`config.mk`:
```
export PLATFORM = sky130hd
export DESIGN_NAME = shift_add_mult_8_bit
export DESIGN_NICKNAME = d
export VERILOG_FILES = /design/src/rtl/shift_add_mult_8_bit_pkg.sv /design/src/rtl/shift_add_mult_8_bit_rca.sv /design/src/rtl/shift_add_mult_8_bit.sv
export SDC_FILE = /design/constraint.sdc
export NUM_CORES = 1
export LEC_CHECK = 0
export BUFFER_PORTS_ARGS = -buffer_cell sky130_fd_sc_hd__buf_2
export CORE_MARGIN = 4
export CORE_UTILIZATION = 55
export CTS_CLUSTER_DIAMETER = 200
export DETAILED_ROUTE_END_ITERATION = 16
export PLACE_DENSITY = 0.84
export SETUP_SLACK_MARGIN = 0.1
export SLEW_MARGIN = 30
export SYNTH_ARGS = -nofsm -noshare
export SYNTH_HDL_FRONTEND = slang
export SYNTH_HIERARCHICAL = 1
export SYNTH_SLANG_ARGS = --single-unit
```
`constraint.sdc`:
```
create_clock -name clk -period 16.6 [get_ports clk]
set_input_delay 3.32 -clock clk [delete_from_list [all_inputs] [get_ports clk]]
set_output_delay 3.32 -clock clk [all_outputs]
set_load 0.02 [all_outputs]
```
`src/rtl/shift_add_mult_8_bit_pkg.sv`:
```
// ----------------------------------------------------------------------------
// shift_add_mult_8_bit_pkg
// Shared definitions for the sequential 8x8 shift-and-add multiplier:
// operand/product widths, FSM state encoding and the fixed step count.
// No ports (package).
// ----------------------------------------------------------------------------
package shift_add_mult_8_bit_pkg;

    localparam int unsigned OPERAND_W = 8;
    localparam int unsigned PROD_W    = 16;

    // One RUN step per multiplier bit; the run never terminates early.
    localparam int unsigned STEPS     = 8;
    localparam logic [2:0]  LAST_STEP = 3'(STEPS - 1);

    typedef enum logic [1:0] {
        S_IDLE = 2'd0,
        S_RUN  = 2'd1,
        S_DONE = 2'd2
    } state_e;

endpackage : shift_add_mult_8_bit_pkg

```
`src/rtl/shift_add_mult_8_bit_rca.sv`:
```
// ----------------------------------------------------------------------------
// rca_16_bit
// 16-bit ripple-carry adder built from a chain of full-adder cells. Purely
// combinational; it is the only arithmetic resource of the multiplier.
//
// Ports:
//   a_i    [15:0]  in   addend
//   b_i    [15:0]  in   addend
//   cin_i          in   carry in
//   sum_o  [15:0]  out  a_i + b_i + cin_i (low 16 bits)
//   cout_o         out  carry out of bit 15
// ----------------------------------------------------------------------------
module rca_16_bit
    import shift_add_mult_8_bit_pkg::*;
(
    input  logic [PROD_W-1:0] a_i,
    input  logic [PROD_W-1:0] b_i,
    input  logic              cin_i,
    output logic [PROD_W-1:0] sum_o,
    output logic              cout_o
);

    logic [PROD_W:0] carry;

    assign carry[0] = cin_i;

    for (genvar i = 0; i < PROD_W; i++) begin : g_fa
        assign sum_o[i]     = a_i[i] ^ b_i[i] ^ carry[i];
        assign carry[i + 1] = (a_i[i] & b_i[i]) | (carry[i] & (a_i[i] ^ b_i[i]));
    end

    assign cout_o = carry[PROD_W];

endmodule : rca_16_bit

```
`src/rtl/shift_add_mult_8_bit.sv`:
```
// ----------------------------------------------------------------------------
// shift_add_mult_8_bit
// Sequential unsigned 8x8 -> 16 shift-and-add multiplier. Each RUN cycle the
// ripple-carry adder sums the partial product with the shifted multiplicand;
// the sum is kept only when the current multiplier LSB is 1. Every multiply
// takes exactly 8 RUN cycles, followed by a one-cycle DONE.
//
// Ports:
//   clk             in   rising-edge clock
//   rst             in   synchronous active-high reset (priority over start)
//   start           in   begin a multiply; accepted in IDLE or DONE only
//   a       [7:0]   in   multiplicand, sampled on the accepting edge
//   b       [7:0]   in   multiplier, sampled on the accepting edge
//   busy            out  high while in RUN
//   done            out  one-cycle pulse when product is updated
//   product [15:0]  out  last completed result, held between completions
// ----------------------------------------------------------------------------
module shift_add_mult_8_bit
    import shift_add_mult_8_bit_pkg::*;
(
    input  logic                 clk,
    input  logic                 rst,
    input  logic                 start,
    input  logic [OPERAND_W-1:0] a,
    input  logic [OPERAND_W-1:0] b,
    output logic                 busy,
    output logic                 done,
    output logic [PROD_W-1:0]    product
);

    state_e                state_q;
    logic [PROD_W-1:0]     acc_q;
    logic [PROD_W-1:0]     acc_d;
    logic [PROD_W-1:0]     mcand_q;
    logic [OPERAND_W-1:0]  mplier_q;
    logic [2:0]            cnt_q;
    logic [PROD_W-1:0]     product_q;
    logic                  busy_q;
    logic                  done_q;

    logic [PROD_W-1:0]     adder_sum;
    // The partial product plus the shifted multiplicand never exceeds 16 bits,
    // so the carry out carries no information here.
    logic                  unused_adder_cout;

    rca_16_bit u_rca (
        .a_i    (acc_q),
        .b_i    (mcand_q),
        .cin_i  (1'b0),
        .sum_o  (adder_sum),
        .cout_o (unused_adder_cout)
    );

    // Keep the adder result only when the current multiplier bit is set.
    always_comb begin
        acc_d = acc_q;
        if (mplier_q[0]) begin
            acc_d = adder_sum;
        end
    end

    // NOTE: sequential state uses non-blocking assignments so every register
    // samples the pre-edge values, independent of statement order.
    always_ff @(posedge clk) begin
        if (rst) begin
            state_q   <= S_IDLE;
            acc_q     <= '0;
            mcand_q   <= '0;
            mplier_q  <= '0;
            cnt_q     <= '0;
            product_q <= '0;
            busy_q    <= 1'b0;
            done_q    <= 1'b0;
        end else begin
            case (state_q)
                // IDLE and DONE both accept start, giving back-to-back runs.
                S_IDLE, S_DONE: begin
                    done_q <= 1'b0;
                    if (start) begin
                        acc_q    <= '0;
                        mcand_q  <= {{(PROD_W - OPERAND_W){1'b0}}, a};
                        mplier_q <= b;
                        cnt_q    <= '0;
                        state_q  <= S_RUN;
                        busy_q   <= 1'b1;
                    end else begin
                        state_q  <= S_IDLE;
                        busy_q   <= 1'b0;
                    end
                end

                S_RUN: begin
                    acc_q    <= acc_d;
                    mcand_q  <= mcand_q << 1;
                    mplier_q <= mplier_q >> 1;
                    cnt_q    <= cnt_q + 3'd1;
                    // Publish the sum including this step's add, not acc_q.
                    if (cnt_q == LAST_STEP) begin
                        product_q <= acc_d;
                        state_q   <= S_DONE;
                        busy_q    <= 1'b0;
                        done_q    <= 1'b1;
                    end
                end

                default: begin
                    state_q <= S_IDLE;
                    busy_q  <= 1'b0;
                    done_q  <= 1'b0;
                end
            endcase
        end
    end

    assign busy    = busy_q;
    assign done    = done_q;
    assign product = product_q;

endmodule : shift_add_mult_8_bit

```
; ---- Word level (Yosys, flattened, before mapping)
; Cells that the tools add are included.
[totals]
regBits = 63
input_bits = 19
output_inout_bits = 18
elab_cells = 110
[classes]
addsub = 1
n_eq_ne = 5
n_mux = 15
bitwise = 75
n_reduce_logical = 6
[op_table]
columns = op, n
row1 = case mux 16 bit (2 select lines), 2
row2 = two-way mux 16 bit, 3
row3 = bitwise XOR 1 bit, 31
row4 = AND 1 bit, 29
row5 = case mux 8 bit (2 select lines), 1
row6 = bitwise OR 1 bit, 14
row7 = two-way mux 8 bit, 1
row8 = case mux 3 bit (2 select lines), 1
row9 = "inequality test 2 bit, second input constant", 2
row10 = case mux 2 bit (2 select lines), 1
row11 = AND reduction 2 bit, 2
row12 = OR reduction 2 bit, 2
row13 = "adder 3 x 1 -> 3 bit, second input constant", 1
row14 = "equality test 3 bit, second input constant", 1
row15 = two-way mux 1 bit, 3
row16 = two-way mux 3 bit, 1
row17 = "equality test 2 x 1 -> 1 bit, second input constant", 1
row18 = "equality test 2 bit, second input constant", 1
row19 = zero test 2 bit, 1
row20 = two-way mux 2 bit, 1
row21 = case mux 1 bit (2 select lines), 1
row22 = nonzero test 2 bit, 1
row23 = NOT 1 bit, 1

; ---- Depth between registers and ports, before layout
; Gate-level depths: netlist (run 1).
[logic_depth]
depth_word = 32
depth_mapped = 22

; ---- By module
; The synthesis (run 1) kept the hierarchy.
[modules_own_cells]
columns = mod, n_inst, cells_per_inst, area_each_um2, seq_area_each_um2
row1 = shift_add_mult_8_bit, 1, 263, 2474.9, 1261.2
row2 = rca_16_bit, 1, 26, 357.8, 0.0

; ---- Least setup slack after synthesis (run 1)
; No wires, ideal clock.
[synth_path]
path_kind = reg-to-reg
startpoint = reg acc_q[0]
endpoint = reg product_q[15], in the netlist product[15]
setup_ps = 86
arrival_ps = 6661
setup_slack_ps = 9854
path_stages_with_launch = 23
period_less_slack_ps = 6746
cell_sequence = dfxtp_1 -> fa_1 -> inv_1 -> fa_1 -> inv_1 -> fa_1 -> fa_1 -> fa_1 -> fa_1 -> fa_1 -> fa_1 -> fa_1 -> fa_1 -> fa_1 -> fa_1 -> fa_1 -> fa_1 -> fa_1 -> inv_1 -> fa_1 -> inv_1 -> mux2i_1 -> a211oi_1
[synth_via]
elab_chain_cells = 31
[synth_lines]
columns = item, line
row1 = "start, declared", shift_add_mult_8_bit.sv:32  ; logic [PROD_W-1:0] acc_q;
row2 = "start signal, assigned", shift_add_mult_8_bit.sv:67  ; acc_q <= '0;
row3 = "start signal, assigned", shift_add_mult_8_bit.sv:80  ; acc_q <= '0;
row4 = "start signal, assigned", shift_add_mult_8_bit.sv:93  ; acc_q <= acc_d;
row5 = AND 1 bit (2 in series), shift_add_mult_8_bit_rca.sv:29  ; assign carry[i + 1] = (a_i[i] & b_i[i]) | (carry[i] & (a_i[i] ^ b_i[i]));
row6 = bitwise OR 1 bit, shift_add_mult_8_bit_rca.sv:29
row7 = AND 1 bit, shift_add_mult_8_bit_rca.sv:29
row8 = bitwise OR 1 bit, shift_add_mult_8_bit_rca.sv:29
row9 = AND 1 bit, shift_add_mult_8_bit_rca.sv:29
row10 = bitwise OR 1 bit, shift_add_mult_8_bit_rca.sv:29
row11 = AND 1 bit, shift_add_mult_8_bit_rca.sv:29
row12 = bitwise OR 1 bit, shift_add_mult_8_bit_rca.sv:29
row13 = [15 not listed], n/a
row14 = bitwise OR 1 bit, shift_add_mult_8_bit_rca.sv:29
row15 = AND 1 bit, shift_add_mult_8_bit_rca.sv:29
row16 = bitwise OR 1 bit, shift_add_mult_8_bit_rca.sv:29
row17 = AND 1 bit, shift_add_mult_8_bit_rca.sv:29
row18 = bitwise OR 1 bit, shift_add_mult_8_bit_rca.sv:29
row19 = bitwise XOR 1 bit, shift_add_mult_8_bit_rca.sv:28  ; assign sum_o[i] = a_i[i] ^ b_i[i] ^ carry[i];
row20 = via adder_sum[15], shift_add_mult_8_bit.sv:41  ; logic [PROD_W-1:0] adder_sum;
row21 = two-way mux 16 bit, shift_add_mult_8_bit.sv:57  ; if (mplier_q[0]) begin
row22 = "end signal, assigned", shift_add_mult_8_bit.sv:71  ; product_q <= '0;
row23 = "end signal, assigned", shift_add_mult_8_bit.sv:99  ; product_q <= acc_d;
row24 = "end, declared", shift_add_mult_8_bit.sv:37  ; logic [PROD_W-1:0] product_q;
; The timed path passes the listed nets, and every way through them passes these cells.
; A chain may end at the register's enable or synchronous reset.

; ---- Final worst setup path (run 1)
; Same ends and word-level chain as after synthesis.

==> results by group, run 1 <==
Outcome
  – Status: complete, no violations

Global route
  – Largest net degree at the start of global routing: 53
  – Remaining global-route overflow: 0
  – First-pass GRT wire length: 10.2 mm
  – Antenna violations before repair: 0
  – GRT Overall Usage: 21.2%
  – Vias in the first global route: 2100

Clocking
  – Clk Latency, worst-skew pair: 350 ps
  – H-tree lvl count: 3
  – CTS Buffer Depth: 2
  – Clk slew on worst S/H paths: 60 ps
  – Post-cts repair resize count: 0
  – CTS sink count: 63
  – Post-CTS Setup Repair Bufs: 0
  – Hold-fix buffers, CTS: 0
  – CTS root buffer: clkbuf_8
  – Inserted Clock Buffers: 9
  – CTS tree: built

STA
  – Setup TNS: 0 ps
  – Worst Tran Pin Value: 927 ps
  – Clk_skew: 4.67 ps
  – Relative slew slack: 37.9%
  – Final setup violation count: 0
  – Slew Viols, Final: 0
  – RSZ-0062 raised after global routing: no
  – Final worst path period share: 42.9%
  – Tmin final: 7120 ps
  – Fmax achieved: 140 MHz
  – Final hold vios: 0

Drt
  – DR WL/cell: 15.7 um
  – Initial DRC Count: 126
  – Detailed Route WL: 6.03 mm
  – First-pass DRT Iterations: 4
  – Via-per-instance ratio: 5.63
  – Post-DRT Antenna Nets: 0
  – Remaining DRCs: 0
  – Via Count: 2161

Die
  – DIE AREA: 6360 sq um
  – Die X-Extent: 79.7 um
  – Die H: 79.7 um
  – I/O pin count: 37
  – Row count: 25
  – Core area: 4850 sq um
  – Starting Density: 58.3%

Worst setup path
  – Crit path DAT: 7380 ps
  – CP endpoint kind: flop
  – Setup CP Type: reg2reg
  – Req. time, crit path: 16850 ps
  – Maximum fanout along the worst path: 3
  – Startpoint Class: flop

Power and ir drop
  – Int Power: 245 uW
  – Static leakage: 0.00127 uW
  – Pwr/cell area: 102 nW/um^2
  – Seq pwr share: 49.8%
  – Clock power share: 41.1%
  – Worst vdd ir: 0.0000612 V
  – NetSw: 82.4 uW
  – Switch share: 25.2%
  – Comb power frac: 9.1%

Synthesis
  – Net Count, Synth: 325
  – Avg Inst Size Synth: 9.82 sq um
  – Mapped Cells: 288
  – Synthesized cell area: 2830 sq um
  – Synth Warn #: 6

Place
  – Port Buffers: 36
  – DPL Wire Length: 3.71 mm
  – Number of cells after detailed placement: 368
  – Placer Congestion: 0.754

Final layout
  – Fraction of layout cells with a size suffix above 1: 18.9%
  – # diodes: 0
  – Non-filler cells, final: 384
  – Final nets: 350
  – # fillers: 394
  – P&R area growth vs syn: 13.3%

Flow run
  – Max Cap Violations: 0

Min path
  – Kind of path behind the tightest hold check: reg2reg
## state kept, by name, indices dropped and copies added (netlist names)
name,flops
busy,1
state_q,2
acc_q,16
done,1
mplier_q,8
product,16
cnt_q,3
mcand_q,16
## power groups by stage
stage / registers, uW / logic (uW) / clock network [uW]
after global routing: 164 / 32.9 / 143
after floorplan: 163 / 24.6 / 0
after detailed placement: 166 / 28.6 / 0
after CTS: 163 / 29.0 / 135
after global placement: 166 / 27.3 / 0
final: 163 / 29.8 / 134
## cell usage in the layout (no fill, tap or decap), drive strengths merged
cell,instances
a211oi,17
a21oi,16
a22o,13
and2,3
and2b,1
and3b,1
buf,39
bufinv,1
clkbuf,11
clkinv,3
conb,1
dfxtp,63
fa,16
ha,2
inv,9
mux2i,14
nand2,11
nand2b,3
nand3,16
nand3b,1
nor2,22
nor2b,5
nor3,29
nor3b,1
o21a,2
o21ai,3
o22ai,14
## worst max-delay path: stages (launching register included)
cell      delay, ps
dfxtp_1         340
fa_1            410
inv_1            90
fa_1            170
inv_1            60
fa_1            390
fa_1            390
fa_1            400
fa_1            390
fa_1            390
fa_1            390
fa_1            390
fa_1            400
fa_1            400
fa_1            390
fa_1            390
fa_1            380
fa_1            370
inv_1            70
fa_1            400
inv_1            80
mux2i_1          80
a211oi_1        270
## worst paths after layout
path                     from     endpoint  slack [ps]  depth (start not counted)
setup / recovery     acc_q[0]  product[15]        9480                         22
setup reg to reg     acc_q[0]  product[15]        9480                         22
hold reg to reg   mplier_q[7]  mplier_q[7]         470                          2
hold / removal    mplier_q[7]  mplier_q[7]         470                          2
## area by class of cell
class / count / area (sq um) / area share (%)
multi-input cells: 191 / 1400 / 43.7
clock inverters: 4 / 45.0 / 1.41
clock buffers: 11 / 151 / 4.72
well taps: 67 / 83.8 / 2.62
inverters: 9 / 33.8 / 1.05
flip-flops and latches: 63 / 1260 / 39.4
repair buffers: 39 / 226 / 7.07
## layer usage
| metal | routed length, um | global-route usage [%] | up-vias |
|---|---|---|---|
| li1 | - | - | 1073 |
| met1 | 2730 | 27.6 | 1019 |
| met2 | 2850 | 32.2 | 57 |
| met3 | 300 | 5.64 | 12 |
| met4 | 146 | 10.7 | 0 |
| met5 | 0 | 0 | - |
## through the flow
step	hold WS, ps	total power [uW]	setup WS (ps)	util (%)	instance area, sq um
4_1_cts	475	327	9550	65.5	3180
3_5_place_dp	466	195	9570	61.5	2980
3_3_place_gp	458	193	9650	61.1	2960
5_1_grt	510	339	9230	66.1	3200
2_1_floorplan	448	188	9850	-	2830
6_report	475	327	9480	66.1	3200
Note: power is estimated with default switching activity, not from simulation.
==> run 2, diff against run 1 <==
==> constraint.sdc (replaced) <==
create_clock -name clk -period 6.7 [get_ports clk]
set_input_delay 1.34 -clock clk [delete_from_list [all_inputs] [get_ports clk]]
set_output_delay 1.34 -clock clk [all_outputs]
set_load 0.02 [all_outputs]
==> run 2 against run 1 <==
Effect of this change: global-route usage fell by 1.2 points; sequential cell count unchanged; cell count is 0.26% lower; power rose by 130%; clock skew increased by 3.0 ps; combinational power is 140% higher; sequential share of layout area rose by 0.33 points; via count down 0.60%; largest cell class unchanged; worst hold slack lost 1.3 ps; highest routed layer unchanged; clock-buffer cell count grew 2; setup slack lost 9200 ps.
==> results by group, run 2 (same netlist as run 1, synthesis figures left out) <==
Die
  – Starting Density: 58.3%
  – Die H: 79.7 um
  – DIE AREA: 6360 sq um
  – Core area: 4850 sq um
  – Row count: 25
  – I/O pin count: 37
  – Die X-Extent: 79.7 um

STA
  – Tmin final: 6470 ps
  – Hold slack: 473 ps
  – Relative slew slack: 35.5%
  – Setup WS post-layout: 228 ps
  – Final setup violation count: 0
  – Clk_skew: 7.67 ps
  – RSZ-0062 raised after global routing: yes
  – Final hold vios: 0
  – Slew Viols, Final: 0
  – Fmax achieved: 155 MHz
  – Worst Tran Pin Value: 967 ps
  – Final worst path period share: 96.6%
  – Setup TNS: 0 ps

Clocking
  – Clk slew on worst S/H paths: 70 ps
  – Clk Latency, worst-skew pair: 340 ps
  – Hold-fix buffers, CTS: 0
  – H-tree lvl count: 3
  – CTS Buffer Depth: 2
  – CTS sink count: 63
  – CTS tree: built
  – CTS root buffer: clkbuf_8
  – Inserted Clock Buffers: 9

Global route
  – First-pass GRT wire length: 9.67 mm
  – Largest net degree at the start of global routing: 53
  – GRT Overall Usage: 20.0%
  – Vias in the first global route: 2137
  – Antenna violations before repair: 0
  – Remaining global-route overflow: 0

Final layout
  – Final nets: 350
  – Multi-input logic area: 1430 sq um
  – Fraction of layout cells with a size suffix above 1: 22.5%
  – P&R area growth vs syn: 12.4%
  – # diodes: 0
  – FF/Latch Area: 1260 sq um
  – Most common cell after layout, fill and taps aside: dfxtp_1
  – # fillers: 391
  – Most frequent cells in the layout: dfxtp_1 (61), buf_2 (36), nor3_1 (29)

Place
  – DPL Wire Length: 3.64 mm
  – Port Buffers: 36
  – DP Worst Slack: -154 ps
  – Placer Congestion: 0.748

Worst setup path
  – Req. time, crit path: 6950 ps
  – Maximum fanout along the worst path: 2
  – Startpoint Class: flop
  – Crit path top cell by count: fa_2
  – Crit path DAT: 6720 ps
  – CP delay by family, top: adder cells
  – CP endpoint kind: flop
  – Setup CP Type: reg2reg
  – CP cell instances: fa_1, inv_1, fa_1, inv_1, fa_2, fa_2, fa_2, fa_2, fa_2, fa_2, fa_2, fa_2, fa_2, fa_2, fa_2, fa_2, fa_1, inv_1, fa_1, inv_1, mux2i_1, a211oi_1
  – Max incr delay on CP: 420 ps
  – WP buf/inv: 4
  – Critical path's slowest cell: fa_1

Drt
  – Via Count: 2148
  – Detailed Route WL: 5.70 mm
  – Metal-1 WL: 2.66 mm
  – Routed met3 length: 230 um
  – Via-per-instance ratio: 5.61
  – Initial DRC Count: 155
  – Met2 WL post-DR: 2.68 mm
  – Remaining DRCs: 0
  – DR top layer: met4
  – DR WL/cell: 14.9 um
  – Post-DRT Antenna Nets: 0
  – First-pass DRT Iterations: 4

Flow run
  – Max Cap Violations: 0

Power and ir drop
  – Static leakage: 0.00122 uW
  – Worst vdd ir: 0.000196 V
  – Pwr/cell area: 238 nW/um^2

Outcome
  – Status: complete, no violations

Min path
  – Kind of path behind the tightest hold check: reg2reg
## run 2: what timing repair did
item,in CTS,in global routing
endpoints found under the hold margin,0,0
endpoints found under the setup margin,2,1
gates resized for setup,6,3
pin swaps,1,0
buffers inserted,0,0
## run 2: power breakdown
group | leakage, uW | switching [uW] | total (uW) | internal, uW
clock network | 0.0000854 | 132 | 282 | 150
logic | 0.000619 | 42.0 | 71.8 | 29.8
registers | 0.000513 | 16.0 | 403 | 387
## run 2: final timing paths
path                    start           to  slack (ps)  cells past startpoint
hold reg to reg   mplier_q[7]  mplier_q[7]         470                      2
hold / removal    mplier_q[7]  mplier_q[7]         470                      2
setup / recovery     acc_q[0]  product[15]         230                     22
setup reg to reg     acc_q[0]  product[15]         230                     22
## run 2: area by class of cell
type | instances | share of cell area [%]
timing repair buffer | 39 | 6.37
inverter | 9 | 1.06
multi-input combinational | 191 | 45.0
tap | 67 | 2.64
clock buffer | 13 | 5.00
sequential | 63 | 39.7
clock inverter | 1 | 0.157
## run 2: metrics by stage
stage,std cells,area [sq um],total power (uW),util [%]
2_1_floorplan,288,2840,465,-
3_3_place_gp,369,2990,479,61.7
3_5_place_dp,369,2990,481,61.8
4_1_cts,383,3170,759,65.4
5_1_grt,383,3180,788,65.6
6_report,383,3180,757,65.6
## run 2: worst reg2reg max path, stage by stage (launching register included)
cell and delay [ps]:
dfxtp_2 330, fa_1 420, inv_1 80, fa_1 160
inv_1 50, fa_2 330, fa_2 350, fa_2 360
fa_2 350, fa_2 340, fa_2 340, fa_2 350
fa_2 340, fa_2 340, fa_2 350, fa_2 350
fa_2 350, fa_1 360, inv_1 70, fa_1 400
inv_1 80, mux2i_1 70, a211oi_1 210
## run 2: layer usage
metal,track usage [%],up-vias
met5,0,-
met4,11.0,0
met2,32.0,43
met3,4.06,11
li1,-,1062
met1,25.2,1032
==> run 3, diff against run 2 <==
--- a/config.mk
+++ b/config.mk
@@ -5,6 +5,7 @@
 export SDC_FILE = /design/constraint.sdc
 export NUM_CORES = 1
 export LEC_CHECK = 0
+export ABC_AREA = 1
 export BUFFER_PORTS_ARGS = -buffer_cell sky130_fd_sc_hd__buf_2
 export CORE_MARGIN = 4
 export CORE_UTILIZATION = 55
==> run 3 against run 2 <==
Effect of this change: non-clock buffer count down 2; critical path type unchanged; power up 15%; synthesized cell count up 48%; maximum frequency up 0.69%; cell count up 37%; sequential share of layout area down 4.5 points.
==> results by group, run 3 <==
Outcome
  – Status: complete, no violations

Power and ir drop
  – Clock power share: 43.7%
  – NetSw: 225 uW
  – Comb power frac: 10.0%
  – Switch share: 25.8%
  – Pwr/cell area: 244 nW/um^2
  – Seq pwr share: 46.3%
  – Static leakage: 0.00169 uW
  – Worst vdd ir: 0.000180 V
  – Int Power: 647 uW
  – Design Power: 872 uW

Drt
  – Via-per-instance ratio: 5.13
  – Detailed Route WL: 6.81 mm
  – DR WL/cell: 13.0 um
  – Post-DRT Antenna Nets: 0
  – Via Count: 2695
  – First-pass DRT Iterations: 4
  – Remaining DRCs: 0
  – Initial DRC Count: 182

Die
  – Die X-Extent: 84.3 um
  – Starting Density: 57.4%
  – I/O pin count: 37
  – Die H: 84.3 um
  – Row count: 27
  – DIE AREA: 7100 sq um
  – Core area: 5570 sq um

Min path
  – Hold depth: 1
  – Kind of path behind the tightest hold check: reg2reg

Global route
  – Largest net degree at the start of global routing: 55
  – First-pass GRT wire length: 12.2 mm
  – Vias in the first global route: 2654
  – Antenna violations before repair: 0
  – Remaining global-route overflow: 0
  – GRT Overall Usage: 21.0%

Clocking
  – H-tree lvl count: 3
  – Inserted Clock Buffers: 9
  – CTS root buffer: clkbuf_8
  – CTS sink count: 63
  – CTS Buffer Depth: 2
  – CTS tree: built
  – Clk slew on worst S/H paths: 70 ps
  – Hold-fix buffers, CTS: 0
  – Clk Latency, worst-skew pair: 350 ps
  – Post-CTS Setup Repair Bufs: 0

Final layout
  – P&R area growth vs syn: 11.8%
  – Fraction of layout cells with a size suffix above 1: 19.0%
  – # fillers: 501
  – Most common cell after layout, fill and taps aside: nand2_1
  – # diodes: 0
  – Non-filler cells, final: 525
  – Most frequent cells in the layout: nand2_1 (162), dfxtp_1 (62), nor2_1 (41)
  – Final nets: 485
  – Final Util: 64.2%

STA
  – Tmin final: 6430 ps
  – Final worst path period share: 95.9%
  – Setup TNS: 0 ps
  – Slew Viols, Final: 0
  – Clk_skew: 9.68 ps
  – Relative slew slack: 41.1%
  – Final hold vios: 0
  – Worst Tran Pin Value: 882 ps
  – Final setup violation count: 0
  – Fmax achieved: 156 MHz
  – RSZ-0062 raised after global routing: yes

Place
  – Placer Congestion: 0.832
  – Port Buffers: 36
  – DPL Wire Length: 4.35 mm
  – Number of cells after detailed placement: 509

Flow run
  – Max Cap Violations: 0

Synthesis
  – Net Count, Synth: 462
  – Synthesized cell area: 3200 sq um
  – Synth Warn #: 6
  – Avg Inst Size Synth: 7.53 sq um
  – Mapped Cells: 425

Worst setup path
  – Req. time, crit path: 6970 ps
  – CP endpoint kind: flop
  – Critical path's slowest cell: fa_1
  – R2R cell count: 24
  – Setup CP Type: reg2reg
  – Crit path top cell by count: fa_2
  – Max incr delay on CP: 390 ps
  – CP cell instances: fa_2, inv_1, fa_2, inv_1, fa_2, fa_2, fa_2, fa_2, fa_2, fa_2, fa_2, fa_2, fa_2, fa_2, fa_2, fa_2, fa_2, inv_2, fa_1, inv_1, nand2_1, nand2_1, nand2_1, o21ai_1
  – Crit path DAT: 6690 ps
  – Maximum fanout along the worst path: 3
  – Startpoint Class: flop
==> run 3: critical path, delay by kind of cell, from the launching register on <==
kind	cells	cell delay [ps]
adders and majority gates	16	5460
buffers and inverters	4	240
DFF	1	340
and+or+nand+nor	3	210
AOI/OAI and AO/OA	1	100
==> run 3: timing repair <==
action	CTS	global route
gates resized for setup	9	7
pin swaps	2	2
endpoints found under the setup margin	4	2
==> run 3: cell type report <==
type,count,area (sq um),area share [%]
multi-input combinational,310,1710,47.7
sequential,63,1260,35.3
timing repair buffer,37,188,5.24
clock buffer,11,151,4.23
inverter,27,101,2.83
tap,72,90.1,2.52
clock inverter,5,80.1,2.24
==> run 3: final timing paths <==
| path | slack [ps] | endpoint | startpoint |
|---|---|---|---|
| min reg2reg | 460 | done | done |
| max reg2reg | 270 | acc_q[15] | acc_q[0] |
| max | 270 | acc_q[15] | acc_q[0] |
| min | 460 | done | done |
==> run 3: power groups by stage <==
stage	logic [uW]	registers [uW]	clock network (uW)
floorplan	79.0	403	0
global placement	83.9	410	0
detailed placement	85.7	411	0
CTS	87.2	403	385
global route	101	405	404
finish	87.2	403	381
==> run 3: routing by layer <==
layer	global-route usage, %	routed length, um	up-vias
met3	5.99	432	16
met1	27.9	3170	1227
met5	0	0	-
met4	9.06	129	0
met2	32.1	3080	87
li1	-	-	1365
==> run 3: through the flow <==
| step | hold WS, ps | setup slack [ps] | area, sq um |
|---|---|---|---|
| floorplan | 440 | 110 | 3210 |
| global placement | 444 | -100 | 3310 |
| detailed placement | 456 | -204 | 3310 |
| CTS | 472 | 141 | 3570 |
| global route | 480 | 51.7 | 3580 |
| finish | 463 | 273 | 3580 |
